<file path="config.mk">
export PLATFORM = sky130hd
export DESIGN_NAME = alu_mask_decode
export DESIGN_NICKNAME = d
export VERILOG_FILES = /design/src/rtl/alu_mask_decode.sv
export SDC_FILE = /design/constraint.sdc
export NUM_CORES = 1
export LEC_CHECK = 0
export CAP_MARGIN = 15
export CORE_MARGIN = 1
export CORE_UTILIZATION = 30
export DETAILED_ROUTE_END_ITERATION = 10
export SLEW_MARGIN = 20
export SYNTH_ARGS = -nofsm -noshare
export SYNTH_HDL_FRONTEND = slang
export SYNTH_SLANG_ARGS = --single-unit
export TNS_END_PERCENT = 50
</file>
<file path="constraint.sdc">
create_clock -name clk -period 2.19 [get_ports clk]
set_input_delay 0.438 -clock clk [delete_from_list [all_inputs] [get_ports clk]]
set_output_delay 0.438 -clock clk [all_outputs]
set_load 0.02 [all_outputs]
</file>
<file path="src/rtl/alu_mask_decode.sv">
// Recovers the operand size code from a thermometer mask, scanning CHUNK bits per
// cycle from the MSB; also flags all-zero and non-contiguous masks.
module alu_mask_decode #(
  parameter int unsigned WIDTH  = 32,
  parameter int unsigned SIZE_W = 5,
  parameter int unsigned CHUNK  = 4
) (
  input  logic              clk,
  input  logic              rst,
  input  logic              in_valid,
  output logic              in_ready,
  input  logic [WIDTH-1:0]  in_mask,
  output logic              out_valid,
  input  logic              out_ready,
  output logic [SIZE_W-1:0] out_size,
  output logic              out_zero,
  output logic              out_thermo
);

  localparam int unsigned NCHUNK = WIDTH / CHUNK;
  localparam int unsigned CNT_W  = (NCHUNK > 1) ? $clog2(NCHUNK) : 1;
  localparam int unsigned CIDX_W = (CHUNK > 1) ? $clog2(CHUNK) : 1;

  localparam logic [1:0] S_IDLE = 2'd0;
  localparam logic [1:0] S_SCAN = 2'd1;
  localparam logic [1:0] S_DONE = 2'd2;

  logic [1:0]        r_state,      w_state_nxt;
  logic [CNT_W-1:0]  r_cnt,        w_cnt_nxt;
  logic [WIDTH-1:0]  r_shift,      w_shift_nxt;
  logic              r_found,      w_found_nxt;
  logic              r_thermo,     w_thermo_nxt;
  logic [SIZE_W-1:0] r_size,       w_size_nxt;
  logic              r_out_valid,  w_out_valid_nxt;
  logic [SIZE_W-1:0] r_out_size,   w_out_size_nxt;
  logic              r_out_zero,   w_out_zero_nxt;
  logic              r_out_thermo, w_out_thermo_nxt;

  logic [CHUNK-1:0]  w_chunk;
  logic [CIDX_W-1:0] w_hi;
  logic              w_below_ones;
  logic [SIZE_W-1:0] w_chunk_size;

  // Priority encode the current chunk and test the bits under its leading one
  always_comb begin
    w_chunk      = r_shift[WIDTH-1 -: CHUNK];
    w_hi         = '0;
    w_below_ones = 1'b1;
    for (int j = 0; j < CHUNK; j++) begin
      if (w_chunk[j]) w_hi = CIDX_W'(j);
    end
    for (int j = 0; j < CHUNK; j++) begin
      if ((CIDX_W'(j) < w_hi) && !w_chunk[j]) w_below_ones = 1'b0;
    end
    w_chunk_size = SIZE_W'((NCHUNK - 1 - 32'(r_cnt)) * CHUNK + 32'(w_hi));
  end

  always_comb begin
    w_state_nxt      = r_state;
    w_cnt_nxt        = r_cnt;
    w_shift_nxt      = r_shift;
    w_found_nxt      = r_found;
    w_thermo_nxt     = r_thermo;
    w_size_nxt       = r_size;
    w_out_valid_nxt  = r_out_valid;
    w_out_size_nxt   = r_out_size;
    w_out_zero_nxt   = r_out_zero;
    w_out_thermo_nxt = r_out_thermo;
    case (r_state)
      S_IDLE: begin
        if (in_valid) begin
          w_shift_nxt  = in_mask;
          w_found_nxt  = 1'b0;
          w_thermo_nxt = 1'b1;
          w_cnt_nxt    = '0;
          w_state_nxt  = S_SCAN;
        end
      end
      S_SCAN: begin
        w_shift_nxt = r_shift << CHUNK;
        if (!r_found && (w_chunk != '0)) begin
          w_found_nxt  = 1'b1;
          w_size_nxt   = w_chunk_size;
          w_thermo_nxt = r_thermo & w_below_ones;
        end else if (r_found) begin
          w_thermo_nxt = r_thermo & (&w_chunk);
        end
        if (r_cnt == CNT_W'(NCHUNK - 1)) begin
          w_state_nxt      = S_DONE;
          w_out_valid_nxt  = 1'b1;
          w_out_size_nxt   = w_found_nxt ? w_size_nxt : '0;
          w_out_zero_nxt   = !w_found_nxt;
          w_out_thermo_nxt = w_found_nxt & w_thermo_nxt;
        end else begin
          w_cnt_nxt = r_cnt + CNT_W'(1);
        end
      end
      S_DONE: begin
        if (out_ready) begin
          w_state_nxt     = S_IDLE;
          w_out_valid_nxt = 1'b0;
        end
      end
      default: begin
        w_state_nxt     = S_IDLE;
        w_out_valid_nxt = 1'b0;
      end
    endcase
  end

  always_ff @(posedge clk) begin
    if (rst) begin
      r_state      <= S_IDLE;
      r_cnt        <= '0;
      r_shift      <= '0;
      r_found      <= 1'b0;
      r_thermo     <= 1'b0;
      r_size       <= '0;
      r_out_valid  <= 1'b0;
      r_out_size   <= '0;
      r_out_zero   <= 1'b0;
      r_out_thermo <= 1'b0;
    end else begin
      r_state      <= w_state_nxt;
      r_cnt        <= w_cnt_nxt;
      r_shift      <= w_shift_nxt;
      r_found      <= w_found_nxt;
      r_thermo     <= w_thermo_nxt;
      r_size       <= w_size_nxt;
      r_out_valid  <= w_out_valid_nxt;
      r_out_size   <= w_out_size_nxt;
      r_out_zero   <= w_out_zero_nxt;
      r_out_thermo <= w_out_thermo_nxt;
    end
  end

  assign in_ready   = (r_state == S_IDLE);
  assign out_valid  = r_out_valid;
  assign out_size   = r_out_size;
  assign out_zero   = r_out_zero;
  assign out_thermo = r_out_thermo;

endmodule
</file>
### Yosys cells after proc, flatten, opt, wreduce, memory -nomap -nowiden

Cells that the tools add are included.

| word-level totals | value |
|---|---|
| output and inout port bits | 9 |
| word-level logic and storage cells | 78 |
| register bits | 52 |
| input bits | 36 |

| operators by class | value |
|---|---|
| bitwise operators | 4 |
| $lt $le $gt $ge | 4 |
| equality and inequality tests | 7 |
| reduce and logical (&&, ||, !) cells | 20 |
| muxes and demuxes | 30 |
| $add $sub $neg | 3 |

Operators with widths:

| operator | count |
|---|---|
| 32-bit case mux with 2 select lines | 1 |
| 32-bit 2-to-1 mux | 1 |
| 1-bit 2-to-1 mux | 14 |
| 2-bit 2-to-1 mux | 5 |
| 5-bit 2-to-1 mux | 2 |
| 3-bit AND reduction | 3 |
| 2-bit inequality test (second input constant) | 4 |
| 1-bit logical NOT | 6 |
| 3-bit 2-to-1 mux | 2 |
| 2-bit case mux with 3 select lines | 1 |
| 3-bit case mux with 2 select lines | 1 |
| 5-bit by 3-bit adder with 5-bit output | 1 |
| 1-bit logical AND | 5 |
| 1-bit by 2-bit less-than comparator with 1-bit output (first input constant) | 2 |
| 2-bit less-than comparator (first input constant) | 2 |
| 1-bit case mux with 2 select lines | 2 |
| 2-bit AND reduction | 2 |
| 4-bit AND reduction | 1 |
| 4-bit nonzero test | 1 |
| 3-bit by 1-bit adder with 3-bit output (second input constant) | 1 |
| 1-bit AND | 3 |
| 3-bit equality test (second input constant) | 1 |
| 1-bit case mux with 3 select lines | 1 |
| 3-bit subtractor (first input constant) | 1 |
| other kinds (5) | 5 |

### Longest topological paths before layout

Gate-level depths: netlist (run 1).

| logic depth | value |
|---|---|
| depth in word-level cells | 13 |
| mapped depth | 7 |
| depth with buffers taken out | 6 |

### Least setup slack after synthesis (run 1)

OpenSTA, ideal clock, no wires.

| path | value |
|---|---|
| kind | flip-flop to flip-flop |
| start point | register r_cnt[0] |
| end point | register r_cnt[1] |
| arrival | 1.396 ns |
| data required time | 2.062 ns |
| setup time | 0.128 ns |
| path buffers | 0 |
| cell stages (with the launch flop) | 7 |
| period minus slack after synthesis | 1.524 ns |
| setup slack | 0.666 ns |
| cells stage by stage | dfxtp_1 -> ha_1 -> ha_1 -> nor3b_1 -> nor2_1 -> a22oi_1 -> nor2_1 |

| between the ends | value |
|---|---|
| cells in the longest elaborated chain, start to end | 3 |
| elaborated cells on any way between the ends | 6 |
| classes of those cells | 1 x add/sub; 2 x eq/ne; 2 x mux; 1 x reduce/logical |

Ends and longest elaborated chain:

| item | RTL line | source |
|---|---|---|
| start: declaration | 29 | `logic [CNT_W-1:0] r_cnt, w_cnt_nxt;` |
| start signal: assignment | 125 | `r_cnt <= w_cnt_nxt;` |
| 3-bit by 1-bit adder with 3-bit output / 3-bit equality test (equally long branches) | 95, 88 |  |
| 3-bit 2-to-1 mux / 2-bit inequality test (equally long branches) | -- |  |
| 3-bit case mux with 2 select lines / 3-bit AND reduction (equally long branches) | -- |  |

Several ways; a longest one is shown, not always the timed one. The select of a mux whose other input is x is not followed.
A chain may end at the register's enable or synchronous reset.

### Worst setup path in the final report (run 1)

| path | value |
|---|---|
| start point | register r_state[0] |
| end point | output in_ready |

| between the ends | value |
|---|---|
| cells in the longest elaborated chain, start to end | 1 |

Ends and longest elaborated chain:

| item | RTL line | source |
|---|---|---|
| start: declaration | 28 | `logic [1:0] r_state, w_state_nxt;` |
| start signal: assignment | 124 | `r_state <= w_state_nxt;` |
| 2-bit logical NOT | 137 | `assign in_ready = (r_state == S_IDLE);` |
| end: declaration | 11 | `output logic in_ready,` |

No other way between the ends.

==> results of run 1 <==
sequential cells by signal, indices dropped and copies added, names as in the netlist:
| register | flops |
|---|---|
| r_state | 2 |
| r_thermo | 1 |
| r_cnt | 3 |
| r_size | 5 |
| out_thermo | 1 |
| r_shift | 32 |
| out_valid | 1 |
| r_found | 1 |
| out_size | 5 |
| out_zero | 1 |
cell type report:
| cell class | instances | area, um^2 | area share |
|---|---|---|---|
| Clock inverter | 2 | 38.8 | 0.0125 |
| Inverter | 4 | 15.0 | 0.00485 |
| Timing Repair Buffer | 52 | 508 | 0.164 |
| Clock buffer | 6 | 82.6 | 0.0267 |
| Tap cell | 102 | 128 | 0.0412 |
| Sequential cell | 52 | 1040 | 0.336 |
| Multi-Input combinational cell | 203 | 1280 | 0.414 |
power by group:
part	switching [mW]	total [mW]	internal, mW
Combinational	0.185	0.357	0.173
Sequential	0.0522	1.06	1.01
Clock	0.325	0.700	0.374
Total	0.562	2.12	1.56
cells by family (layout without fill, tap and decap cells):
group,after synthesis,after routing,share of synthesized area
AO/OA/AOI/OAI,57,57,0.238
AND/OR/NAND/NOR,142,142,0.259
flip-flops,52,52,0.418
adder cells (fa/ha/maj),2,2,0.0101
buffers and inverters,27,64,0.0664
multiplexers,2,2,0.00804
placed cells by master, fill, tap and decap left out, drive strengths merged, types with 7 or more instances in the layout:
cell type       n
a311oi         27
buf             9
clkdlybuf4s50  43
nor3            8
nor2           49
a21oi          13
a211oi          7
nand2          69
dfxtp          52
metal layers:
| layer | global-route usage | up-vias | share of wire |
|---|---|---|---|
| li1 | - | 1056 | - |
| met1 | 0.171 | 987 | 0.49 |
| met2 | 0.210 | 34 | 0.46 |
| met3 | 0.0228 | 6 | 0.039 |
| met4 | 0.0500 | 0 | 0.013 |
| met5 | 0 | - | 0 |
critical path, delay by kind of cell (launching register included):
family	cells	cell delay [ns]
buffers and inverters	1	0.56
and+or+nand+nor	1	0.12
DFF	1	0.62
worst max path at each step:
stage,start,endpoint,slack [ns],cells after the start
2_1_floorplan,r_cnt[0]$_SDFFE_PP0P_,r_cnt[1]$_SDFFE_PP0P_,0.67,6
3_3_place_gp,in_valid,r_shift[30]$_SDFFE_PP0P_,0.31,6
3_5_place_dp,in_valid,r_shift[30]$_SDFFE_PP0P_,0.30,6
4_1_cts,r_state[0]$_SDFFE_PP0P_,in_ready,0.15,2
5_1_grt,r_state[0]$_SDFFE_PP0P_,in_ready,0.04,2
6_report,r_state[0]$_SDFFE_PP0P_,in_ready,0.15,2
==> flow_metrics.tcl, run 1 <==
set metrics [dict create \
    status "finished clean" \
    r2r_start "r_cnt[0]$_SDFFE_PP0P_" \
    total_power_mw 2.12 \
    synth_cells 282 \
    cts_max_path_buffers 2 \
    synth_flop_cell "dfxtp_1" \
    placed_cells 413 \
    fillers 794 \
    hold_end "out_zero$_SDFFE_PP0P_" \
    cts_hold_buf 0 \
    insertion_delay_ns 0.31 \
    layoutNonFillerInstCount 421 \
    path_max_fanout 9 \
    setup-tns-final_ns 0 \
    min_period_over_period 0.932 \
    synthTopCellsByCount "69 x nand2_1, 52 x dfxtp_1, 49 x nor2_1" \
    gr-usage-all-layers 0.130 \
    clock-sinks 52 \
    drc_errors 0 \
    ys_seq_area_frac 0.418 \
    start_kind "flop" \
    yosys.cell_count.top_type "nand2_1" \
    r2r_setup_slack_ns 0.47 \
    post-place-ws_ns 0.297 \
    leakagePower_nw 1.09 \
    timing.hold.ws_ns 0.464 \
    overflow 0 \
    dpl_cell_area_um2 2970 \
    syn_area_um2 2490 \
    start_util 0.316 \
    antenna_found_initial 0 \
    worstRegToRegCells 6 \
    synthArstFlopShare 0 \
    synth_top_area_cell "dfxtp_1" \
    synth.area.top_cells "dfxtp_1 42%, a311oi_2 15%, nand2_1 10%" \
    hold_depth 2 \
    yosys_register_bits 52 \
    syn_nets 320 \
    ant_nets 0 \
    ir_drop_uv 335 \
    crit_arrival_ns 1.60 \
    synthDistinctLibCells 33 \
    cts_setup_buffers 0 \
    setup_violations 0 \
    drtIter0Drc 46 \
    wirelength_um 5540 \
    clockRootBuffer "clkbuf_8" \
    cts_tree "done" \
    antenna_cells 0 \
    wl_per_cell_um 13.2 \
    stdcell_area_um2 3100 \
    worst-endpoint-required_ns 1.75 \
    critPathSlowestCell "dfxtp_1" \
    vias_per_cell 4.95 \
    finClkSkew_ns 0.0123 \
    die_y_um 93.1 \
    post-route-util 0.392 \
    ys_warn_count 0 \
    power.density_nw_per_um2 684 \
    die_x_um 93.1 \
    cp_cell_sequence "nor2_1 -> clkdlybuf4s50_1" \
    rsz0062_at_grt "no" \
    setup_ws_ns 0.150 \
    grt_pass1_wl_um 9010 \
    drt_pass1_iterations 4 \
    port_buffers 44 \
    hpwl_um 3810 \
    tightest_slew_ns 0.488 \
    ctsResizeCount 0 \
    num_vias 2083 \
    ctsHtreeMaxLevel 2 \
    io_pins 45 \
    drive_gt1_frac 0.157 \
    final_net_count 356 \
    criticalPathCategory "reg -> out" \
    grt_max_degree 34 \
    max_cap_viol_count 0 \
    rows 32 \
    hold_violations 0 \
    synth_edf_count 0 \
    clk_pin_slew_ns 0.09 \
    clock.fmax_mhz 490 \
    hp-class "reg -> reg" \
    period_minus_slack_ns 2.04 \
    endpoint_kind "output pin" \
    dieArea_um2 8660 \
    synth.top_cell.area_share 0.418 \
    numCtsBuffers 5 \
    slew_headroom 0.674 \
    cpPeakStageDelay_ns 0.62 \
    grt_pass1_vias 2005 \
    slew_viol_final 0 \
    core_um2 7890 \
    syn2layout_area_growth_pct 24.4 \
    avgSynthCellArea_um2 8.82 \
    gp_congestion 0.717 \
    worstReg2RegEnd "r_cnt[1]$_SDFFE_PP0P_" \
    hold_start "out_zero$_SDFFE_PP0P_" \
]
No activity file was read; power rests on OpenSTA's default activity.
==> inputs of run 2 (changes only) <==
--- a/config.mk
+++ b/config.mk
@@ -5,7 +5,6 @@
 export SDC_FILE = /design/constraint.sdc
 export NUM_CORES = 1
 export LEC_CHECK = 0
-export CAP_MARGIN = 15
 export CORE_MARGIN = 1
 export CORE_UTILIZATION = 30
 export DETAILED_ROUTE_END_ITERATION = 10
==> results of run 2 <==
Same layout as run 1: the final DEF is identical, and so are final timing and power.
